`src/rtl/mem_lsu.sv`:
```
// Load/store unit between a CPU request port and a single-port word memory.
// Sub-word stores use a read-modify-write; misaligned or out-of-range accesses are rejected.
module mem_lsu #(
  parameter int S  = 32,
  parameter int L  = 256,
  localparam int AW = $clog2(L)
) (
  input  logic          clk,
  input  logic          rst_n,
  input  logic          req,
  input  logic          we,
  input  logic [1:0]    size,
  input  logic          uns,
  input  logic [31:0]   addr,
  input  logic [S-1:0]  wdata,
  output logic          ready,
  output logic          done,
  output logic          err,
  output logic [S-1:0]  rdata,
  output logic [AW-1:0] mem_a,
  output logic [S-1:0]  mem_din,
  output logic          mem_mread,
  output logic          mem_mwrite,
  input  logic [S-1:0]  mem_dout
);

  typedef enum logic [1:0] {
    IDLE   = 2'd0,
    ACCESS = 2'd1,
    WRITE  = 2'd2,
    FIN    = 2'd3
  } state_e;

  state_e        state_q, state_d;
  logic          we_q, we_d;
  logic [1:0]    size_q, size_d;
  logic          uns_q, uns_d;
  logic [AW+1:0] addr_q, addr_d;
  logic [S-1:0]  wdata_q, wdata_d;
  logic [S-1:0]  merged_q, merged_d;
  logic [S-1:0]  rdata_q, rdata_d;
  logic          err_q, err_d;

  logic [4:0]    lane_sh_s;
  logic [S-1:0]  shifted_s;
  logic [S-1:0]  load_val_s;
  logic [S-1:0]  lane_mask_s;
  logic [S-1:0]  merge_val_s;

  // Alignment and range legality of a request, evaluated on the raw inputs.
  function automatic logic is_illegal(input logic [1:0] sz, input logic [31:0] a);
    logic hi;
    hi = ((a >> (AW + 2)) != 32'd0);
    case (sz)
      2'b00:   is_illegal = hi;
      2'b01:   is_illegal = hi | a[0];
      2'b10:   is_illegal = hi | (a[1:0] != 2'b00);
      default: is_illegal = 1'b1;
    endcase
  endfunction

  assign lane_sh_s = {addr_q[1:0], 3'b000};
  assign shifted_s = mem_dout >> lane_sh_s;
  assign rdata     = rdata_q;

  // Lane extraction/extension for loads and lane merge for sub-word stores.
  always_comb begin
    load_val_s  = shifted_s;
    lane_mask_s = S'(16'hFFFF);
    case (size_q)
      2'b00: begin
        load_val_s  = {{(S-8){~uns_q & shifted_s[7]}}, shifted_s[7:0]};
        lane_mask_s = S'(16'h00FF);
      end
      2'b01: begin
        load_val_s  = {{(S-16){~uns_q & shifted_s[15]}}, shifted_s[15:0]};
        lane_mask_s = S'(16'hFFFF);
      end
      default: begin
        load_val_s  = shifted_s;
        lane_mask_s = S'(16'hFFFF);
      end
    endcase
    merge_val_s = (mem_dout & ~(lane_mask_s << lane_sh_s)) |
                  ((wdata_q & lane_mask_s) << lane_sh_s);
  end

  // Next-state, register updates and memory-side outputs.
  always_comb begin
    state_d    = state_q;
    we_d       = we_q;
    size_d     = size_q;
    uns_d      = uns_q;
    addr_d     = addr_q;
    wdata_d    = wdata_q;
    merged_d   = merged_q;
    rdata_d    = rdata_q;
    err_d      = err_q;
    ready      = 1'b0;
    done       = 1'b0;
    err        = 1'b0;
    mem_a      = '0;
    mem_din    = '0;
    mem_mread  = 1'b0;
    mem_mwrite = 1'b0;
    case (state_q)
      IDLE: begin
        ready = 1'b1;
        if (req) begin
          we_d    = we;
          size_d  = size;
          uns_d   = uns;
          addr_d  = addr[AW+1:0];
          wdata_d = wdata;
          if (is_illegal(size, addr)) begin
            err_d   = 1'b1;
            state_d = FIN;
          end else begin
            err_d   = 1'b0;
            state_d = ACCESS;
          end
        end else begin
          state_d = IDLE;
        end
      end
      ACCESS: begin
        mem_a = addr_q[AW+1:2];
        if (!we_q) begin
          mem_mread = 1'b1;
          rdata_d   = load_val_s;
          state_d   = FIN;
        end else if (size_q == 2'b10) begin
          mem_mwrite = 1'b1;
          mem_din    = wdata_q;
          state_d    = FIN;
        end else begin
          mem_mread = 1'b1;
          merged_d  = merge_val_s;
          state_d   = WRITE;
        end
      end
      WRITE: begin
        mem_a      = addr_q[AW+1:2];
        mem_mwrite = 1'b1;
        mem_din    = merged_q;
        state_d    = FIN;
      end
      FIN: begin
        done    = 1'b1;
        err     = err_q;
        state_d = IDLE;
      end
      default: begin
        state_d = IDLE;
      end
    endcase
  end

  // State and captured-request registers.
  always_ff @(posedge clk or negedge rst_n) begin
    if (!rst_n) begin
      state_q  <= IDLE;
      we_q     <= 1'b0;
      size_q   <= 2'b00;
      uns_q    <= 1'b0;
      addr_q   <= '0;
      wdata_q  <= '0;
      merged_q <= '0;
      rdata_q  <= '0;
      err_q    <= 1'b0;
    end else begin
      state_q  <= state_d;
      we_q     <= we_d;
      size_q   <= size_d;
      uns_q    <= uns_d;
      addr_q   <= addr_d;
      wdata_q  <= wdata_d;
      merged_q <= merged_d;
      rdata_q  <= rdata_d;
      err_q    <= err_d;
    end
  end

endmodule

```
`config.mk`:
```
export PLATFORM = sky130hd
export DESIGN_NAME = mem_lsu
export DESIGN_NICKNAME = d
export VERILOG_FILES = /design/src/rtl/mem_lsu.sv
export SDC_FILE = /design/constraint.sdc
export NUM_CORES = 1
export LEC_CHECK = 0
export CAP_MARGIN = 20
export CORE_ASPECT_RATIO = 0.6
export CORE_UTILIZATION = 35
export CTS_CLUSTER_DIAMETER = 150
export DETAILED_ROUTE_END_ITERATION = 7
export GPL_ROUTABILITY_DRIVEN = 0
export PLACE_DENSITY = 0.61
export SETUP_SLACK_MARGIN = 0.02
export SLEW_MARGIN = 20
export SYNTH_ARGS = -nofsm -noshare
export SYNTH_HDL_FRONTEND = slang
export SYNTH_SLANG_ARGS = --single-unit
```
`constraint.sdc`:
```
create_clock -name clk -period 3.6 [get_ports clk]
set_input_delay 0.72 -clock clk [delete_from_list [all_inputs] [get_ports clk]]
set_output_delay 0.72 -clock clk [all_outputs]
set_load 0.02 [all_outputs]
```
==> flow_metrics.env, run 1 <==
export IMPL_drt_total_wl_um=19700
export IMPL_grt_max_degree=63
export IMPL_power_switching_uw=3510
export IMPL_synth_edf_count=0
export IMPL_nNetsFinal=883
export IMPL_power_frac_seq=0.292
export IMPL_cp_top_family="buffers and inverters"
export IMPL_grt_pass1_vias=5308
export IMPL_tns_ns=0
export IMPL_async_flop_share=1.00
export IMPL_r2r_start="state_q[1]"
export IMPL_clk_insertion_delay_late_ns=0.40
export IMPL_status="completed"
export IMPL_row_count=37
export IMPL_fin_crit_sh=0.947
export IMPL_yosysSeqAreaShare=0.461
export IMPL_fin_crit_ns=3.41
export IMPL_worstPathCellList="inv_1 > ha_1 > nand2_1 > nor2_2 > buf_6 > a22oi_1 > nor2_1 > clkdlybuf4s50_1"
export IMPL_cts_tree="done"
export IMPL_hold_path_class="input port to async pin"
export IMPL_drv_slew=0
export IMPL_slew_headroom=0.282
export IMPL_internal_power_uw=5040
export IMPL_yosysTopAreaCell="dfrtp_1"
export IMPL_grt_overflow=0
export IMPL_cp_max_fo=33
export IMPL_ir_drop_mv=0.500
export IMPL_setup_viol=0
export IMPL_first_iter_violations=377
export IMPL_syn_inst=611
export IMPL_p_leak_uw=0.00360
export IMPL_final_common_cell="clkdlybuf4s50_1"
export IMPL_die_area_um2=18100
export IMPL_cpPeakStageDelay_ns=0.65
export IMPL_slowest_stage="clkdlybuf4s50_1"
export IMPL_die_width_um=173
export IMPL_grt_antenna_before_repair=0
export IMPL_skew_ns=0.0124
export IMPL_start_util=0.358
export IMPL_ys_ff_latch=113
export IMPL_netlist_area_leader_share=0.461
export IMPL_reg2reg_depth=5
export IMPL_viasPerCell=5.21
export IMPL_root_buffer="clkbuf_16"
export IMPL_cts_setup_buffers=0
export IMPL_power_share_clock=0.202
export IMPL_clock_fmax_ghz=0.293
export IMPL_crit_required_ns=2.88
export IMPL_hold_buffers=0
export IMPL_startpoint_type="flip-flop"
export IMPL_synth_area_per_cell_um2=10.0
export IMPL_worst_pin_slew_ns=1.07
export IMPL_hold_viol=0
export IMPL_instances_no_fill=1019
export IMPL_io_pin_count=180
export IMPL_area_growth_syn_to_layout_pct=42.1
export IMPL_syn_num_nets=721
export IMPL_ys_flop_type="dfrtp_1"
export IMPL_ys_warn_count=0
export IMPL_p_per_area_nw_per_um2=980
export IMPL_die_h_um=105
export IMPL_synth_cell_types=39
export IMPL_htreeDepth=4
export IMPL_cts_buffers=17
export IMPL_core_area_um2=17100
export IMPL_dp_hpwl_um=14400
export IMPL_rrSetupSlack_ns=1.19
export IMPL_ant_nets=0
export IMPL_place_inst=988
export IMPL_clock_sinks=113
export IMPL_cp_num_buf_inv=3
export IMPL_timing_rr_end="rdata[11]"
export IMPL_wl_per_cell_um=19.3
export IMPL_post_cts_resized=0
export IMPL_rsz0062_at_grt="no"
export IMPL_via_count=5306
export IMPL_layout_common_cells="clkdlybuf4s50_1 (178), dfrtp_1 (112), nor2_1 (75), mux2_2 (68), nand2_1 (55)"
export IMPL_syn_area_um2=6140
export IMPL_antenna_cells=0
export IMPL_first_pass_iters=5
export IMPL_swShare=0.411
export IMPL_cap_violations=0
export IMPL_path_clk_slew_ns=0.06
export IMPL_end_kind="output pin"
export IMPL_grt_pass1_wl_um=30400
export IMPL_drive_gt1_frac=0.159
export IMPL_combPwrFrac=0.506
export IMPL_arrival_ns=2.69
export IMPL_portBuffers=179
export IMPL_worstSetupPathType="flip-flop to output pin"
export IMPL_fillCellCount=1581
export IMPL_grt_usage=0.220
export IMPL_synth_top_cells_by_area="dfrtp_1 (46%), mux2_2 (12%), mux2i_1 (8.0%)"
export IMPL_drc_errors=0
export IMPL_clock_path_buffers=2
-- worst register-to-register path: cells and delay by family, from the launching register on --
kind | cells | cell delay (ns)
DFF | 1 | 0.41
AOI/OAI and AO/OA | 2 | 0.91
buffers and inverters | 1 | 0.10
and+or+nand+nor | 1 | 0.59
adders and majority gates | 1 | 0.26
-- final cells by class --
cell class | instances | area, um^2 | share of cell area
repair buffers | 189 | 1890 | 0.217
inverters | 6 | 22.5 | 0.00258
well taps | 234 | 293 | 0.0336
flip-flops and latches | 113 | 2830 | 0.324
multi-input cells | 446 | 3080 | 0.354
clock inverters | 10 | 134 | 0.0154
clock buffers | 21 | 470 | 0.0540
-- metal layers --
| metal | vias to the layer above | part of all wire | global-route usage | wire length (um) |
|---|---|---|---|---|
| li1 | 2472 | - | - | - |
| met1 | 2619 | 0.48 | 0.314 | 9400 |
| met4 | 0 | 0.0044 | 0.0367 | 87 |
| met2 | 199 | 0.45 | 0.340 | 8840 |
| met5 | - | 0 | 0 | 0 |
| met3 | 16 | 0.069 | 0.0564 | 1350 |
-- worst max path at each step --
stage | startpoint | to | slack, ns | depth (start not counted)
after floorplan | state_q[1] | mem_din[17] | 1.24 | 7
after global placement | state_q[1] | mem_din[4] | 0.61 | 8
after detailed placement | state_q[1] | mem_din[15] | 0.58 | 8
after CTS | state_q[1] | mem_din[15] | 0.14 | 8
after global routing | state_q[1] | mem_din[15] | 0.03 | 8
final | state_q[1] | mem_din[4] | 0.19 | 8
-- cell families (layout without fill, tap and decap cells) --
group / Yosys count / in the layout / synth area share
AO/OA/AOI/OAI: 146 / 146 / 0.155
flip-flops: 113 / 113 / 0.461
AND/OR/NAND/NOR: 176 / 176 / 0.126
multiplexers: 117 / 117 / 0.205
adder cells (fa/ha/maj): 7 / 7 / 0.0143
buffers and inverters: 52 / 226 / 0.0387
-- power groups by stage --
| stage | clock network, uW | logic, uW | registers, uW |
|---|---|---|---|
| 4_1_cts | 1750 | 4340 | 2480 |
| 3_3_place_gp | 0 | 4220 | 2460 |
| 2_1_floorplan | 0 | 2730 | 2470 |
| 5_1_grt | 1820 | 4660 | 2570 |
| 6_report | 1730 | 4330 | 2490 |
| 3_5_place_dp | 0 | 4320 | 2490 |
-- cells in the mapped netlist, types with 6 or more instances --
library cell  count
nor2_1           76
a21oi_4          10
dfrtp_1         113
buf_1             6
nand3b_1          8
nand2_1          56
mux2i_1          49
a21oi_1          45
o21ai_0          48
and2_1            9
nor2b_1           6
mux2_2           68
ha_1              7
a22oi_1          32
clkbuf_1         33
-- metrics by stage --
stage               utilization  instance area [um^2]  hold slack [ns]  power (uW)  setup slack [ns]
global route              0.509                  8720            0.408        9050            0.0290
detailed placement        0.474                  8110            0.472        6810             0.583
floorplan                     -                  6140            0.424        5200              1.24
finish                    0.509                  8720            0.369        8550             0.191
global placement          0.473                  8100            0.467        6680             0.615
CTS                       0.509                  8720            0.389        8570             0.141
-- state kept, by name, summed over array words and instances (netlist names) --
register	flops
rdata	32
state_q	2
addr_q	10
we_q	1
size_q	2
err_q	1
uns_q	1
merged_q	32
wdata_q	32
Power figures use the tool's default switching activity.
==> run 2: changes to the inputs <==
MAX_ROUTING_LAYER = met4   (was unset)
==> flow_metrics.env, run 2 (synthesis results as in run 1) <==
export IMPL_p_per_area_nw_per_um2=981
export IMPL_ir_drop_mv=0.500
export IMPL_rrSetupSlack_ns=1.23
export IMPL_cts_buffers=17
export IMPL_antenna_cells=0
export IMPL_clk_insertion_delay_late_ns=0.40
export IMPL_r2r_start="state_q[1]"
export IMPL_worst_pin_slew_ns=1.05
export IMPL_fillCellCount=1581
export IMPL_portBuffers=179
export IMPL_die_h_um=105
export IMPL_drive_gt1_frac=0.159
export IMPL_arrival_ns=2.67
export IMPL_cap_violations=0
export IMPL_finalCoreUtilization=0.509
export IMPL_cts_tree="done"
export IMPL_tns_ns=0
export IMPL_area_growth_syn_to_layout_pct=42.1
export IMPL_internal_power_uw=5040
export IMPL_nNetsFinal=883
export IMPL_first_iter_violations=340
export IMPL_power_switching_uw=3510
export IMPL_worstSetupPathType="flip-flop to output pin"
export IMPL_reg2reg_depth=5
export IMPL_power_frac_seq=0.292
export IMPL_die_area_um2=18100
export IMPL_post_cts_resized=0
export IMPL_drt_total_wl_um=19700
export IMPL_hold_path_class="input port to async pin"
export IMPL_grt_max_degree=63
export IMPL_cp_max_fo=33
export IMPL_grt_antenna_before_repair=0
export IMPL_grt_usage=0.227
export IMPL_dp_hpwl_um=14400
export IMPL_grt_overflow=0
export IMPL_die_width_um=173
export IMPL_setup_viol=0
export IMPL_timing_rr_end="rdata[10]"
export IMPL_grt_pass1_wl_um=30400
export IMPL_viasPerCell=5.24
export IMPL_crit_required_ns=2.88
export IMPL_status="completed"
export IMPL_final_common_cell="clkdlybuf4s50_1"
export IMPL_dpl_cell_area_um2=8110
export IMPL_drv_slew=0
export IMPL_clock_path_buffers=2
export IMPL_ant_nets=0
export IMPL_core_area_um2=17100
export IMPL_use_met3=0.0535
export IMPL_startpoint_type="flip-flop"
export IMPL_skew_ns=0.0141
export IMPL_final_area_um2=8720
export IMPL_first_pass_iters=5
export IMPL_cts_setup_buffers=0
export IMPL_layout_common_cells="clkdlybuf4s50_1 (178), dfrtp_1 (112), nor2_1 (75), mux2_2 (68), nand2_1 (55)"
export IMPL_busiest_layer="met2"
export IMPL_met2_usage=0.340
export IMPL_fin_crit_sh=0.941
export IMPL_path_clk_slew_ns=0.06
export IMPL_combPwrFrac=0.506
export IMPL_hold_buffers=0
export IMPL_io_pin_count=180
export IMPL_swShare=0.411
export IMPL_fin_crit_ns=3.39
export IMPL_end_kind="output pin"
export IMPL_htreeDepth=4
export IMPL_drc_errors=0
export IMPL_start_util=0.358
export IMPL_power_share_clock=0.202
export IMPL_hold_viol=0
export IMPL_row_count=37
export IMPL_root_buffer="clkbuf_16"
export IMPL_wl_per_cell_um=19.3
export IMPL_p_leak_uw=0.00360
export IMPL_slew_headroom=0.302
export IMPL_grt_pass1_vias=5310
export IMPL_clock_fmax_ghz=0.295
export IMPL_rsz0062_at_grt="no"
export IMPL_clock_sinks=113
export IMPL_use_met1=0.316
export IMPL_via_count=5344
==> run 2: how the worst max path moves through the flow <==
stage          slack, ns        from          end  cells past startpoint
3_3_place_gp        0.61  state_q[1]   mem_din[4]                      8
5_1_grt             0.03  state_q[1]  mem_din[15]                      8
4_1_cts             0.14  state_q[1]  mem_din[15]                      8
2_1_floorplan       1.24  state_q[1]  mem_din[17]                      7
6_report            0.21  state_q[1]   mem_din[4]                      8
3_5_place_dp        0.58  state_q[1]  mem_din[15]                      8
==> run 2: area by class of cell <==
class	count	area [um^2]	share of cell area
Inverter	6	22.5	0.00258
Multi-Input combinational cell	446	3080	0.354
Sequential cell	113	2830	0.324
Clock inverter	10	134	0.0154
Clock buffer	21	470	0.0540
Timing Repair Buffer	189	1890	0.217
Tap cell	234	293	0.0336
==> run 2: power by group through the flow <==
stage / sequential, uW / combinational (uW) / clock (uW)
floorplan: 2470 / 2730 / 0
global placement: 2460 / 4220 / 0
detailed placement: 2490 / 4320 / 0
CTS: 2480 / 4340 / 1750
global route: 2570 / 4660 / 1820
finish: 2500 / 4320 / 1730
==> run 2: through the flow <==
step,setup WS [ns],hold WS [ns],power (uW),std cells
after floorplan,1.24,0.424,5200,611
after detailed placement,0.583,0.472,6810,988
after CTS,0.141,0.389,8570,1019
after global routing,0.0270,0.409,9050,1019
final,0.211,0.365,8550,1019
after global placement,0.615,0.467,6680,987
==> run 2: critical path: stages, from the launching register on <==
cell	delay [ns]
dfrtp_1	0.40
inv_1	0.09
ha_1	0.26
nand2_1	0.10
nor2_2	0.11
buf_6	0.29
a22oi_1	0.12
nor2_1	0.22
clkdlybuf4s50_1	0.65
==> run 2: metal layers <==
metal | share of wire | wire length, um
met5 | 0 | 0
met4 | 0.0028 | 56
met3 | 0.070 | 1380
met2 | 0.45 | 8840
met1 | 0.48 | 9380
==> run 3: changes to the inputs <==
ABC_CLOCK_PERIOD_IN_PS = 3600   (was unset)
CAP_MARGIN = unset   (was 20)
==> results of run 3 <==
Final layout, timing and power as in run 2 (identical DEF).
==> RTL change 1, RTL diff (settings of run 3) <==
Make the reset (`rst_n`) synchronous in one clocked block.
--- a/src/rtl/mem_lsu.sv
+++ b/src/rtl/mem_lsu.sv
@@ -159,3 +159,3 @@
   // State and captured-request registers.
-  always_ff @(posedge clk or negedge rst_n) begin
+  always_ff @(posedge clk) begin
     if (!rst_n) begin
Check against the original RTL: differs if rst_n is asserted again (counterexample within 4 cycles, from zero or initial values and one cycle with rst_n low); with rst_n held inactive, the same outputs for 10 cycles.
==> RTL change 1 against run 3 <==
First-iteration DRC count rose by 39%; largest cell class unchanged; count of clock-buffer cells in the layout down 3; register-to-register slack worse by 250 ps; critical path depth unchanged; design area down 2.9%; area after synthesis is 4.8% lower; routed wire length grew 0.33%; sequential cell count stayed put; highest routed layer unchanged; worst setup slack gained 45 ps; clock skew is 3.6 ps lower; critical path type unchanged.
Power is not compared: it rests on default switching activity, and its combinational part moved more than twofold at a synthesized area within 25%.
==> RTL change 1: results (changes against run 3) <==
Status
  – Status: finished, final reports clean

Drt
  – Pre-Repair DR Iteration Count: 6 (+1)
  – Initial DRC count: 473 (+39%)
  – Final WL: 19.7 mm (+0.33%)
  – Via count: 5,710 (+6.8%)

Worst setup path
  – Worst Path Arrival: 2620 ps (-50 ps)
  – Reg2reg setup slack: 980 ps (-250 ps)
  – Worst Path Max Fanout: 24 (-27%)

Placement
  – DP HPWL: 14.8 mm (+2.2%)
  – Cells after DPL: 1,065 (+7.8%)
  – Dpl cell area: 7790 um^2 (-4.0%)

Logic synthesis
  – Main combinational cell family by area after synthesis: compound AO/OA/AOI/OAI gates
  – Library cells used by synthesis: 36 (-7.7%)
  – Mux cell area share after synthesis: 9.10% (-11 points)
  – Compound-Gate Fraction of Synth Area: 26.9% (+11 points)
  – Ys async rst share: 0% (-100 points)
  – Syn Inst Count: 708 (+16%)
  – Syn nets: 818 (+13%)
  – Register area share after synthesis: 38.7% (-7.4 points)
  – Synth Area in Adders: 1.50% (+0.072 points)
  – Synth top cells by count: 159 x nand2_1, 113 x dfxtp_1, 63 x a21boi_0, 49 x clkbuf_1, 45 x nor2b_1
  – Ys flop type: dfxtp_1

Hold path
  – Hold WC Path Type: reg -> reg

Cells and area
  – Syn-to-layout area delta: 44.9%
  – Share of layout cells above drive strength 1: 9.78% (-6.1 points)
  – Final #Nets: 966 (+9.4%)

STA
  – Layout Skew: 10.5 ps (-3.58 ps)

Global routing
  – Vias in the first global route: 5,284 (-0.49%)
  – GRT Total Usage: 23.8% (+1.1 points)
RTL change 1: cell types whose count changed in the layout (fill, tap and decap cells not counted), moves of 10 or more:
cell / run 3 / this run
nor2b_1: 6 / 45
a21boi_0: 0 / 63
o211ai_1: 2 / 15
dfxtp_1: 0 / 113
dfrtp_1: 112 / 0
nand2_1: 55 / 159
mux2i_1: 49 / 16
a21oi_4: 10 / 0
mux2_2: 68 / 31
nor2_1: 75 / 5
RTL change 1: where the power goes:
part | internal (W) | leakage [nW] | switching, W | total [W]
Combinational | 0.000695 | 1.74 | 0.000902 | 0.00160
Clock | 0.00132 | 0.334 | 0.000611 | 0.00193
Sequential | 0.00146 | 0.923 | 0.000171 | 0.00164
RTL change 1: layer usage:
metal / GRT usage [%] / part of all wire, % / up-vias
met5: - / 0 / -
met4: 5.31 / 0.89 / 0
met3: 6.08 / 9.0 / 22
met2: 33.2 / 41 / 258
met1: 33.8 / 49 / 2648
li1: - / - / 2782
RTL change 1: per-stage QoR:
stage | total power [W] | setup slack (ps) | hold WS (ps)
floorplan | 0.00259 | 1260 | 439
CTS | 0.00517 | 102 | 459
global placement | 0.00322 | 649 | 446
detailed placement | 0.00325 | 574 | 451
global route | 0.00542 | 125 | 478
finish | 0.00516 | 257 | 455
RTL change 1: final timing paths:
| kind | start | endpoint |
|---|---|---|
| worst max register to register | addr_q[1] | rdata[27] |
| worst min-delay path | addr_q[9] | addr_q[9] |
| worst min register to register | addr_q[9] | addr_q[9] |
| worst max-delay path | state_q[1] | mem_din[10] |
RTL change 1: area by class of cell:
type / count / share of cell area [%]
clock buffers: 18 / 5.19
clock inverters: 14 / 2.78
inverters: 5 / 0.222
multi-input cells: 528 / 39.3
flip-flops and latches: 113 / 26.7
well taps: 228 / 3.37
repair buffers: 191 / 22.5
RTL change 1: cell families (layout without fill, tap and decap cells):
group,count (synthesis),in the layout
simple gates,245,245
compound gates,228,228
flops,113,113
buf+inv,67,228
mux,48,48
fa+ha+maj,7,7
RTL change 1: critical path, stage by stage, from the launching register on:
cell,delay (ps)
dfxtp_1,330
inv_1,80
ha_1,240
nand2_1,150
nor2_4,280
buf_12,210
a22oi_1,80
nor2b_1,190
clkdlybuf4s50_1,640
RTL change 1: what timing repair did:
action                                 CTS  global route
setup endpoints to repair                0            10
gates resized for setup                  0             1
endpoints found under the hold margin    0             0
==> RTL change 2, RTL diff (flow settings as in run 3) <==
Without the edit above. `S`: 32 -> 16.
--- a/src/rtl/mem_lsu.sv
+++ b/src/rtl/mem_lsu.sv
@@ -3,3 +3,3 @@
 module mem_lsu #(
-  parameter int S  = 32,
+  parameter int S  = 16,
   parameter int L  = 256,
Interface: changed (resized mem_din, mem_dout, rdata and wdata); port bits go from 180 to 116. No check against the original RTL was run, so the function may have changed too.
==> RTL change 2 against run 3 <==
Routed wire length is 54% lower; design area is 46% lower; clock power is 50% lower; cell count is 48% lower; sequential cell count is 48 lower; clock skew is 8.9 ps lower; worst setup slack better by 200 ps; sequential power is 43% lower; combinational power is 53% lower; sequential share of layout area is 2.2 points higher; hold slack better by 120 ps; area after synthesis is 48% lower; total power is 50% lower.
==> RTL change 2: results (changes against run 3) <==
CTS
  – CTS clk-pin slew, worst paths: 50 ps
  – H-Tree Depth: 3 (-1)
  – Clk root buf: clkbuf_16
  – Clk buf depth: 2 (unchanged)
  – Clock latency at the later pin of the worst-skew pair: 330 ps (-70 ps)
  – Post-CTS sizing: 0 (unchanged)
  – CTS buffer count: 9 (-8)
  – Setup bufs post-CTS: 0 (unchanged)

Worst setup path
  – Worst Path Max Fanout: 18 (-45%)
  – CP peak stage delay: 630 ps (-20 ps)
  – Worst Path Arrival: 2470 ps (-200 ps)
  – Slowest stage cell, crit path: clkdlybuf4s50_1

Global routing
  – GRT Total Usage: 21.3% (-1.4 points)
  – Vias in the first global route: 2,638 (-50%)
  – Initial antenna violation count: 0 (unchanged)
  – Largest net degree at the start of global routing: 66 (+4.8%)
  – Global-route wire length before repair: 14.5 mm (-52%)

Logic synthesis
  – Xor/xnor share of the synthesized area: 0% (unchanged)
  – Syn. warnings: 0 (unchanged)
  – Compound-Gate Fraction of Synth Area: 13.5% (-2.0 points)
  – Ys async rst share: 100% (unchanged)
  – Register area share after synthesis: 51.4% (+5.4 points)
  – Library cells used by synthesis: 32 (-18%)
  – Synth top cells by count: 65 x dfrtp_1, 42 x nand2_1, 28 x mux2_2, 28 x nor2_1, 20 x o21ai_0
  – Syn nets: 380 (-47%)
  – Synth Area in Adders: 2.77% (+1.3 points)
  – Mux cell area share after synthesis: 15.0% (-5.4 points)
  – Ranking of synthesized cells by area: dfrtp_1 51%, mux2_2 10%, mux2i_1 5.1%, nand2_1 5.0%, a22oi_1 3.8%

Drt
  – Pre-Repair DR Iteration Count: 5 (unchanged)
  – Top Layer Used: met4
  – Initial DRC count: 233 (-31%)
  – WL met3: 631 um (-54%)
  – DRT met1 WL: 4.81 mm (-49%)
  – DR vias/cell: 5.13 (-2.2%)
  – WL met2: 3.58 mm (-60%)
  – Final WL: 9.09 mm (-54%)

STA
  – Measured slew at the worst slew-check pin: 1040 ps (-9.17 ps)
  – Layout Skew: 5.24 ps (-8.88 ps)

Hold path
  – Hold WC Path Type: reg -> reg

Placement
  – I/O Buffers: 115 (-36%)
  – DP HPWL: 6.58 mm (-54%)

Cells and area
  – Share of layout cells above drive strength 1: 11.9% (-4.0 points)
  – Fillers: 761 (-52%)
  – Ant. Diodes: 0 (unchanged)
  – Final #Nets: 494 (-44%)

Power
  – Peak supply drop: 0.428 mV (-14%)
  – Leakage: 1.95 nW (-46%)

Status
  – Status: finished, final reports clean
RTL change 2: cell type report:
cell class / count / area share, %
sequential: 65 / 34.6
multi-input combinational: 216 / 30.7
timing repair buffer: 118 / 24.9
clock buffer: 12 / 5.46
tap: 112 / 2.98
clock inverter: 3 / 0.852
inverter: 6 / 0.559
RTL change 2: cells by family (layout without fill, tap and decap cells):
family	count (synthesis)	count (layout)
simple gates	99	99
mux	44	44
compound gates	66	66
buf+inv	21	139
flops	65	65
fa+ha+maj	7	7
RTL change 2: worst paths after layout:
| kind | cells past startpoint | endpoint | slack (ps) | startpoint |
|---|---|---|---|---|
| worst max-delay path | 5 | mem_din[5] | 410 | state_q[0] |
| worst min register to register | 2 | rdata[2] | 480 | rdata[2] |
| worst min-delay path | 2 | rdata[2] | 480 | rdata[2] |
| max in group asynchronous | 2 | merged_q[13] | 2470 | rst_n |
| worst max register to register | 4 | merged_q[5] | 1490 | state_q[1] |
| min in group asynchronous | 2 | size_q[0] | 560 | rst_n |
RTL change 2: power by group:
group | switching, W | total (W) | internal, W | leakage (nW)
Clock | 0.000296 | 0.000863 | 0.000567 | 0.148
Combinational | 0.00105 | 0.00203 | 0.000973 | 1.02
Sequential | 0.000318 | 0.00142 | 0.00111 | 0.784
Total | 0.00167 | 0.00432 | 0.00265 | 1.95
RTL change 2: per-layer routing:
| layer | vias up | global-route usage, % |
|---|---|---|
| li1 | 1302 | - |
| met1 | 1318 | 31.2 |
| met2 | 101 | 28.1 |
| met3 | 8 | 6.32 |
| met4 | 0 | 5.22 |
| met5 | - | - |
RTL change 2: worst max-delay path: cells and delay by family (launching register included):
family,cells,cell delay (ps)
DFF,1,380
buffers and inverters,3,1100
adders and majority gates,1,440
and+or+nand+nor,1,220
RTL change 2: through the flow:
stage / setup WS [ps] / std cells / cell area, um^2
after floorplan: 1340 / 302 / 3160
after global placement: 734 / 517 / 4400
after detailed placement: 606 / 517 / 4400
after CTS: 238 / 532 / 4700
after global routing: 187 / 532 / 4700
final: 412 / 532 / 4700
